===== src/rtl/alu_stage_pkg.sv =====
// Shared types for the ALU flag stage: condition codes, the NZCV flag layout,
// and the bit positions of each flag inside a 4-bit {n,z,c,v} vector.
package alu_stage_pkg;

  typedef enum logic [3:0] {
    COND_EQ = 4'h0, COND_NE = 4'h1, COND_CS = 4'h2, COND_CC = 4'h3,
    COND_MI = 4'h4, COND_PL = 4'h5, COND_VS = 4'h6, COND_VC = 4'h7,
    COND_HI = 4'h8, COND_LS = 4'h9, COND_GE = 4'hA, COND_LT = 4'hB,
    COND_GT = 4'hC, COND_LE = 4'hD, COND_AL = 4'hE, COND_NV = 4'hF
  } cond_t;

  typedef struct packed {
    logic n;
    logic z;
    logic c;
    logic v;
  } nzcv_t;

  localparam int FLAG_N = 3;
  localparam int FLAG_Z = 2;
  localparam int FLAG_C = 1;
  localparam int FLAG_V = 0;

endpackage


===== src/rtl/alu_flag_stage_cond_check.sv =====
// Combinational condition-code evaluator against a set of NZCV flags.
// Kept standalone so branch logic can reuse the same decode.
module cond_check
  import alu_stage_pkg::*;
(
  input  cond_t cond_i,
  input  nzcv_t flags_i,
  output logic  pass_o
);

  // NOTE: every output of an always_comb gets a default first so no path can infer a latch.
  always_comb begin
    pass_o = 1'b1;
    case (cond_i)
      COND_EQ: pass_o =  flags_i.z;
      COND_NE: pass_o = !flags_i.z;
      COND_CS: pass_o =  flags_i.c;
      COND_CC: pass_o = !flags_i.c;
      COND_MI: pass_o =  flags_i.n;
      COND_PL: pass_o = !flags_i.n;
      COND_VS: pass_o =  flags_i.v;
      COND_VC: pass_o = !flags_i.v;
      COND_HI: pass_o =  flags_i.c && !flags_i.z;
      COND_LS: pass_o = !flags_i.c ||  flags_i.z;
      COND_GE: pass_o =  (flags_i.n == flags_i.v);
      COND_LT: pass_o =  (flags_i.n != flags_i.v);
      COND_GT: pass_o = !flags_i.z && (flags_i.n == flags_i.v);
      COND_LE: pass_o =  flags_i.z || (flags_i.n != flags_i.v);
      default: pass_o = 1'b1;
    endcase
  end

endmodule


===== src/rtl/alu_flag_stage.sv =====
// Post-ALU stage: owns the architectural NZCV register, predicates each beat
// on its condition code, and retires beats through a valid/ready skid output.
module alu_flag_stage
  import alu_stage_pkg::*;
#(
  parameter int WIDTH = 32,
  parameter int RADDR = 4
) (
  input  logic             clk,
  input  logic             reset_n,
  input  logic             in_valid,
  output logic             in_ready,
  input  logic [WIDTH-1:0] in_result,
  input  logic [3:0]       in_nzcv,
  input  logic [3:0]       in_cond,
  input  logic             in_set_flags,
  input  logic [RADDR-1:0] in_rd,
  input  logic             in_wr_en,
  output logic             out_valid,
  input  logic             out_ready,
  output logic [WIDTH-1:0] out_result,
  output logic [RADDR-1:0] out_rd,
  output logic             out_wr,
  output logic             out_cond_pass,
  output logic [3:0]       flags_q
);

  typedef struct packed {
    logic [WIDTH-1:0] result;
    logic [RADDR-1:0] rd;
    logic             wr;
    logic             cond_pass;
  } beat_t;

  beat_t      in_beat, out_q, out_d, skid_q, skid_d;
  logic       out_valid_q, out_valid_d;
  logic       skid_valid_q, skid_valid_d;
  logic       in_ready_q;
  logic [3:0] flags_d;
  nzcv_t      cur_flags;
  logic       cond_pass, accept, out_fire;

  assign cur_flags = '{n: flags_q[FLAG_N], z: flags_q[FLAG_Z],
                       c: flags_q[FLAG_C], v: flags_q[FLAG_V]};

  cond_check u_cond_check (
    .cond_i  (cond_t'(in_cond)),
    .flags_i (cur_flags),
    .pass_o  (cond_pass)
  );

  assign accept   = in_valid && in_ready_q;
  assign out_fire = out_valid_q && out_ready;
  assign in_beat  = '{result: in_result, rd: in_rd,
                      wr: in_wr_en && cond_pass, cond_pass: cond_pass};

  always_comb begin
    flags_d      = flags_q;
    out_d        = out_q;
    out_valid_d  = out_valid_q;
    skid_d       = skid_q;
    skid_valid_d = skid_valid_q;

    // Flags commit at accept, independent of output backpressure.
    if (accept && cond_pass && in_set_flags) flags_d = in_nzcv;

    // in_ready is low while the skid is full, so no accept can race the drain.
    if (skid_valid_q && out_fire) begin
      out_d        = skid_q;
      skid_valid_d = 1'b0;
    end else if (accept && (!out_valid_q || out_fire)) begin
      out_d       = in_beat;
      out_valid_d = 1'b1;
    end else if (accept) begin
      skid_d       = in_beat;
      skid_valid_d = 1'b1;
    end else if (out_fire) begin
      out_valid_d = 1'b0;
    end
  end

  // NOTE: sequential state uses non-blocking assignments so every register samples pre-edge values.
  // NOTE: all state, payload included, is async-reset so outputs read as zero the instant reset_n falls.
  always_ff @(posedge clk or negedge reset_n) begin
    if (!reset_n) begin
      flags_q      <= '0;
      out_q        <= '0;
      out_valid_q  <= 1'b0;
      skid_q       <= '0;
      skid_valid_q <= 1'b0;
      in_ready_q   <= 1'b1;
    end else begin
      flags_q      <= flags_d;
      out_q        <= out_d;
      out_valid_q  <= out_valid_d;
      skid_q       <= skid_d;
      skid_valid_q <= skid_valid_d;
      in_ready_q   <= !skid_valid_d;
    end
  end

  assign in_ready      = in_ready_q;
  assign out_valid     = out_valid_q;
  assign out_result    = out_q.result;
  assign out_rd        = out_q.rd;
  assign out_wr        = out_q.wr;
  assign out_cond_pass = out_q.cond_pass;

endmodule

===== config.mk =====
export PLATFORM = sky130hd
export DESIGN_NAME = alu_flag_stage
export DESIGN_NICKNAME = d
export VERILOG_FILES = /design/src/rtl/alu_stage_pkg.sv /design/src/rtl/alu_flag_stage_cond_check.sv /design/src/rtl/alu_flag_stage.sv
export SDC_FILE = /design/constraint.sdc
export NUM_CORES = 1
export LEC_CHECK = 0
export CAP_MARGIN = 20
export CORE_ASPECT_RATIO = 0.5
export CORE_UTILIZATION = 44
export DETAILED_ROUTE_END_ITERATION = 16
export PLACE_DENSITY_LB_ADDON = 0.3
export SLEW_MARGIN = 15
export SYNTH_ARGS = -nofsm -noshare
export SYNTH_HDL_FRONTEND = slang
export SYNTH_SLANG_ARGS = --single-unit

===== constraint.sdc =====
create_clock -name clk -period 1.7 [get_ports clk]
set_input_delay 0.255 -clock clk [delete_from_list [all_inputs] [get_ports clk]]
set_output_delay 0.255 -clock clk [all_outputs]
set_load 0.02 [all_outputs]

==> summary.md <==
| Metric | Value |
|---|---|
| Status | complete, but fails checks |
| Failing checks | setup timing |
| R2R cell count | 5 |
| Initial antenna violation count | 0 |
| Critical path launch point type | flop |
| Final setup margin | -0.0439 ns |
| R2r setup slk | -0.04 ns |
| Sequential Power Share | 37.2% |
| Tot Pwr | around 9.4 mW |
| Yosys top cell by area | dfrtp_1 |
| First-pass GRT wire length | roughly 13000 microns |
| RR Startpoint | flags_q[0]$_DFFE_PN0P_ |
| Ys Warns | 0 |
| Met2 GRT Util | about 37% |
| DP Wirelength | approximately 5500 microns |
| Clock Power Share | about a fifth |
| Flops & latches, synth | 83 |
| DRC viols | 0 |
| Hold/Removal Path Class | input pin to async pin |
| Post-Syn Nets | 424 |
| Top cell by count, worst path | mux2i_1 |
| Nets | 528 |
| Cell area after layout | 0.00520 sq mm |
| Htree depth | 3 |
| Final hold violations | 0 |
| Synth Flop Type | dfrtp_1 |
| DR vias | around 2900 |
| Num ports | 94 |
| Busiest grt layer | met2 |
| Crit path to | flags_q[1]$_DFFE_PN0P_ |
| Post-synth EDFFs | 0 |
| Switching Power | 3.37 mW |
| Core Region | 0.00765 sq mm |
| Share of cells above drive strength 1 | 11.0% |
| Largest family of logic cells by synthesized area | simple AND/OR/NAND/NOR gates |
| Clk buf depth | 2 |
| Skew-Pair Late Insertion Delay | 0.33 ns |
| Post-Syn Area | ~0.0036 sq mm |
| Share of the synthesized area in the top cell type | 56.6% |
| Leak | 2.61 nW |
| Row count | 22 |
| Clk_skew | between 0.005 and 0.006 ns |
| Drt via density | approximately 4.9 |
| Grt met1 use | ~24% |
| DIE WIDTH | ~130 microns |
| Maxcap violations | 0 |
| Compound-gate portion of the synthesized area | under 10% |
| RSZ-0062 raised after global routing | true |
| Mux cell area share after synthesis | 12.4% |
| CTS clock-pin slew for the worst setup and hold paths | around 0.06 ns |
| Crit path buf inv count | 0 |
| Starting Density | a little under half |
| Ys async rst share | between 90% and 100% |
| Crit path max fanout | 4 |
| Post-Synth Simple-Gate Area | ~18% |
| Area contributors post-synth | dfrtp_1, nand2_1, mux2i_1 |
| GPL Wtd Cong | between 0.7 and 0.8 |
| Tcrit/Tclk final | 103% |
| CP Data Arrival Time | about 2 ns |
| Adder-cell share of the synthesized area | 0% |
| TritonCTS buffer count | 9 |
| Pwr dens | between 1500 and 2000 mW/mm^2 |
| Slew HR | about 73% |
| Total negative slack | -0.144 ns |
| Internal Dissipation | between 6 and 7 mW |
| Fin util | 67.9% |
| Critical Path RT | roughly 1.9 ns |
| Pin count of the biggest net entering global routing | 34 |
| First-pass DRT Iterations | 5 |
| Sw Ratio | about 36% |
| Fillers | approximately 640 |
| CTS tree | yes |
| Port bufs | 93 |
| Reg-to-Reg End | flags_q[1]$_DFFE_PN0P_ |
| Critical path's slowest cell | dfrtp_2 |
| Worst slew pin tran | ~0.41 ns |
| Layout area overhead | 43.4% |
| Wire per inst | 13.3 microns |
| Endpoints failing setup | 4 |
| Mapped Cells | between 300 and 400 |
| Peak Freq | ~570 MHz |
| Dpl cell area | slightly below 0.005 sq mm |
| Family with the most delay on the worst path | multiplexers |
| Min cycle time layout | roughly 1.7 ns |
| Sequential fraction of the synthesis area | between 50% and 60% |
| Final Slew Violations | 0 |
| Die extent in y | 66.2 microns |
| Crit-path cells | mux2i_1, mux2i_1, o211ai_2, o2111ai_4, mux2_1 |
| Kind of critical path | flop to flop |
| VDD IR-drop max | 775 uV |
| Routed wire length | slightly below 8000 microns |
| Total inserted antenna cells | 0 |
| Met3 Usage GRT | roughly 6.3% |
| Count of cell types in the netlist | 31 |
| CTS sink cnt | 83 |
| Crit path depth | 5 |
| Vias in the first global route | ~2900 |
| Grt ovf | 0 |
| Worst Setup SP | flags_q[0]$_DFFE_PN0P_ |
| DRT antenna net count | 0 |
| Total track usage | around a fifth |
| CP peak stage delay | between 0.4 and 0.5 ns |
| Avg Inst Size Synth | about 9.7 sq um |
| Synth Area in XOR/XNOR | less than 1% |
| Die footprint | around 0.0086 sq mm |
| Endpoint class of the critical path | flop |
| Combinational share of power | 42.2% |
| 1st-iter DRT viols | 118 |
| Clk root buf | clkbuf_16 |
[timing repair]
| action | in CTS | in global routing |
|---|---|---|
| setup buffers | 1 | 0 |
| hold endpoints to repair | 25 | 0 |
| setup endpoints to repair | 5 | 10 |
| hold buffers | 1 | 0 |
| resized for setup | 5 | 5 |
| pin swaps | 2 | 3 |
[registers in the layout, indices dropped and copies added, names as in the netlist]
register / flops
out_result: 32
out_wr: 1
skid_valid_q: 1
out_cond_pass: 1
in_ready: 1
flags_q: 4
skid_q: 38
out_rd: 4
out_valid: 1
[per-stage QoR]
step	cells	hold WS (ns)	worst slack, ns
4_1_cts	590	0.398	-0.0629
2_1_floorplan	374	-0.0406	0.0147
6_report	590	0.394	-0.0439
3_3_place_gp	573	0.210	-0.437
3_5_place_dp	573	0.213	-0.470
5_1_grt	590	0.423	-0.105
[metal layers]
metal / up-vias / wire (microns)
met5: - / 0
met4: 0 / 70
met3: 8 / 315
met2: 64 / 3850
met1: 1369 / 3590
li1: 1441 / -
[final cells by class]
type	instances	area [sq um]	share of cell area, %
sequential	83	2080	40.1
inverter	3	11.3	0.217
clock inverter	4	50.0	0.963
multi-input combinational	266	1470	28.3
clock buffer	11	253	4.86
tap	108	135	2.60
timing repair buffer	115	1200	23.0
[how the worst min path moves through the flow]
| stage | start | cells after the start | slack (ns) | endpoint |
|---|---|---|---|---|
| floorplan | reset_n | 0 | -0.04 | flags_q[0]$_DFFE_PN0P_ |
| global placement | reset_n | 1 | 0.21 | out_result[14]$_DFFE_PN0P_ |
| detailed placement | reset_n | 1 | 0.21 | out_result[14]$_DFFE_PN0P_ |
| CTS | reset_n | 2 | 0.40 | out_result[14]$_DFFE_PN0P_ |
| global route | reset_n | 2 | 0.42 | out_result[14]$_DFFE_PN0P_ |
| finish | reset_n | 2 | 0.39 | out_result[16]$_DFFE_PN0P_ |
[cell usage after synthesis (all sizes together) (2+ instances only)]
cell and instances:
buf 9, mux2i 40, o31ai 2, o211ai 2, dfrtp 82, inv 3
o21ai 42, nor2 4, nand3 2, mux2 4, nor3b 2, nand2 154
a22oi 3, clkbuf 13
[cell families after synthesis]
family / count (synthesis)
xor+xnor: 1
simple gates: 168
compound gates: 53
mux: 44
flops: 83
buf+inv: 25
[cell usage in the layout, fill, tap and decap left out, types with 2 or more instances in the layout]
| master | n |
|---|---|
| nor3b_1 | 2 |
| o21ai_0 | 42 |
| dfrtp_1 | 78 |
| inv_1 | 3 |
| dfrtp_2 | 4 |
| dlymetal6s2s_1 | 2 |
| buf_4 | 14 |
| buf_12 | 8 |
| clkbuf_8 | 2 |
| mux2i_1 | 40 |
| dlygate4sd2_1 | 4 |
| a22oi_1 | 2 |
| clkbuf_16 | 9 |
| nor2_1 | 2 |
| mux2_1 | 3 |
| clkinvlp_4 | 2 |
| nand2_1 | 153 |
| clkdlybuf4s50_1 | 86 |
[power groups by stage]
| stage | Combinational [mW] | Sequential, mW | Clock [mW] |
|---|---|---|---|
| after global routing | 4.40 | 3.63 | 2.09 |
| after detailed placement | 3.97 | 3.53 | 0 |
| after floorplan | 1.54 | 4.05 | 0 |
| final | 3.98 | 3.51 | 1.95 |
| after CTS | 4.01 | 3.52 | 1.99 |
| after global placement | 3.88 | 3.49 | 0 |
Note: power is estimated with default switching activity, not from simulation.
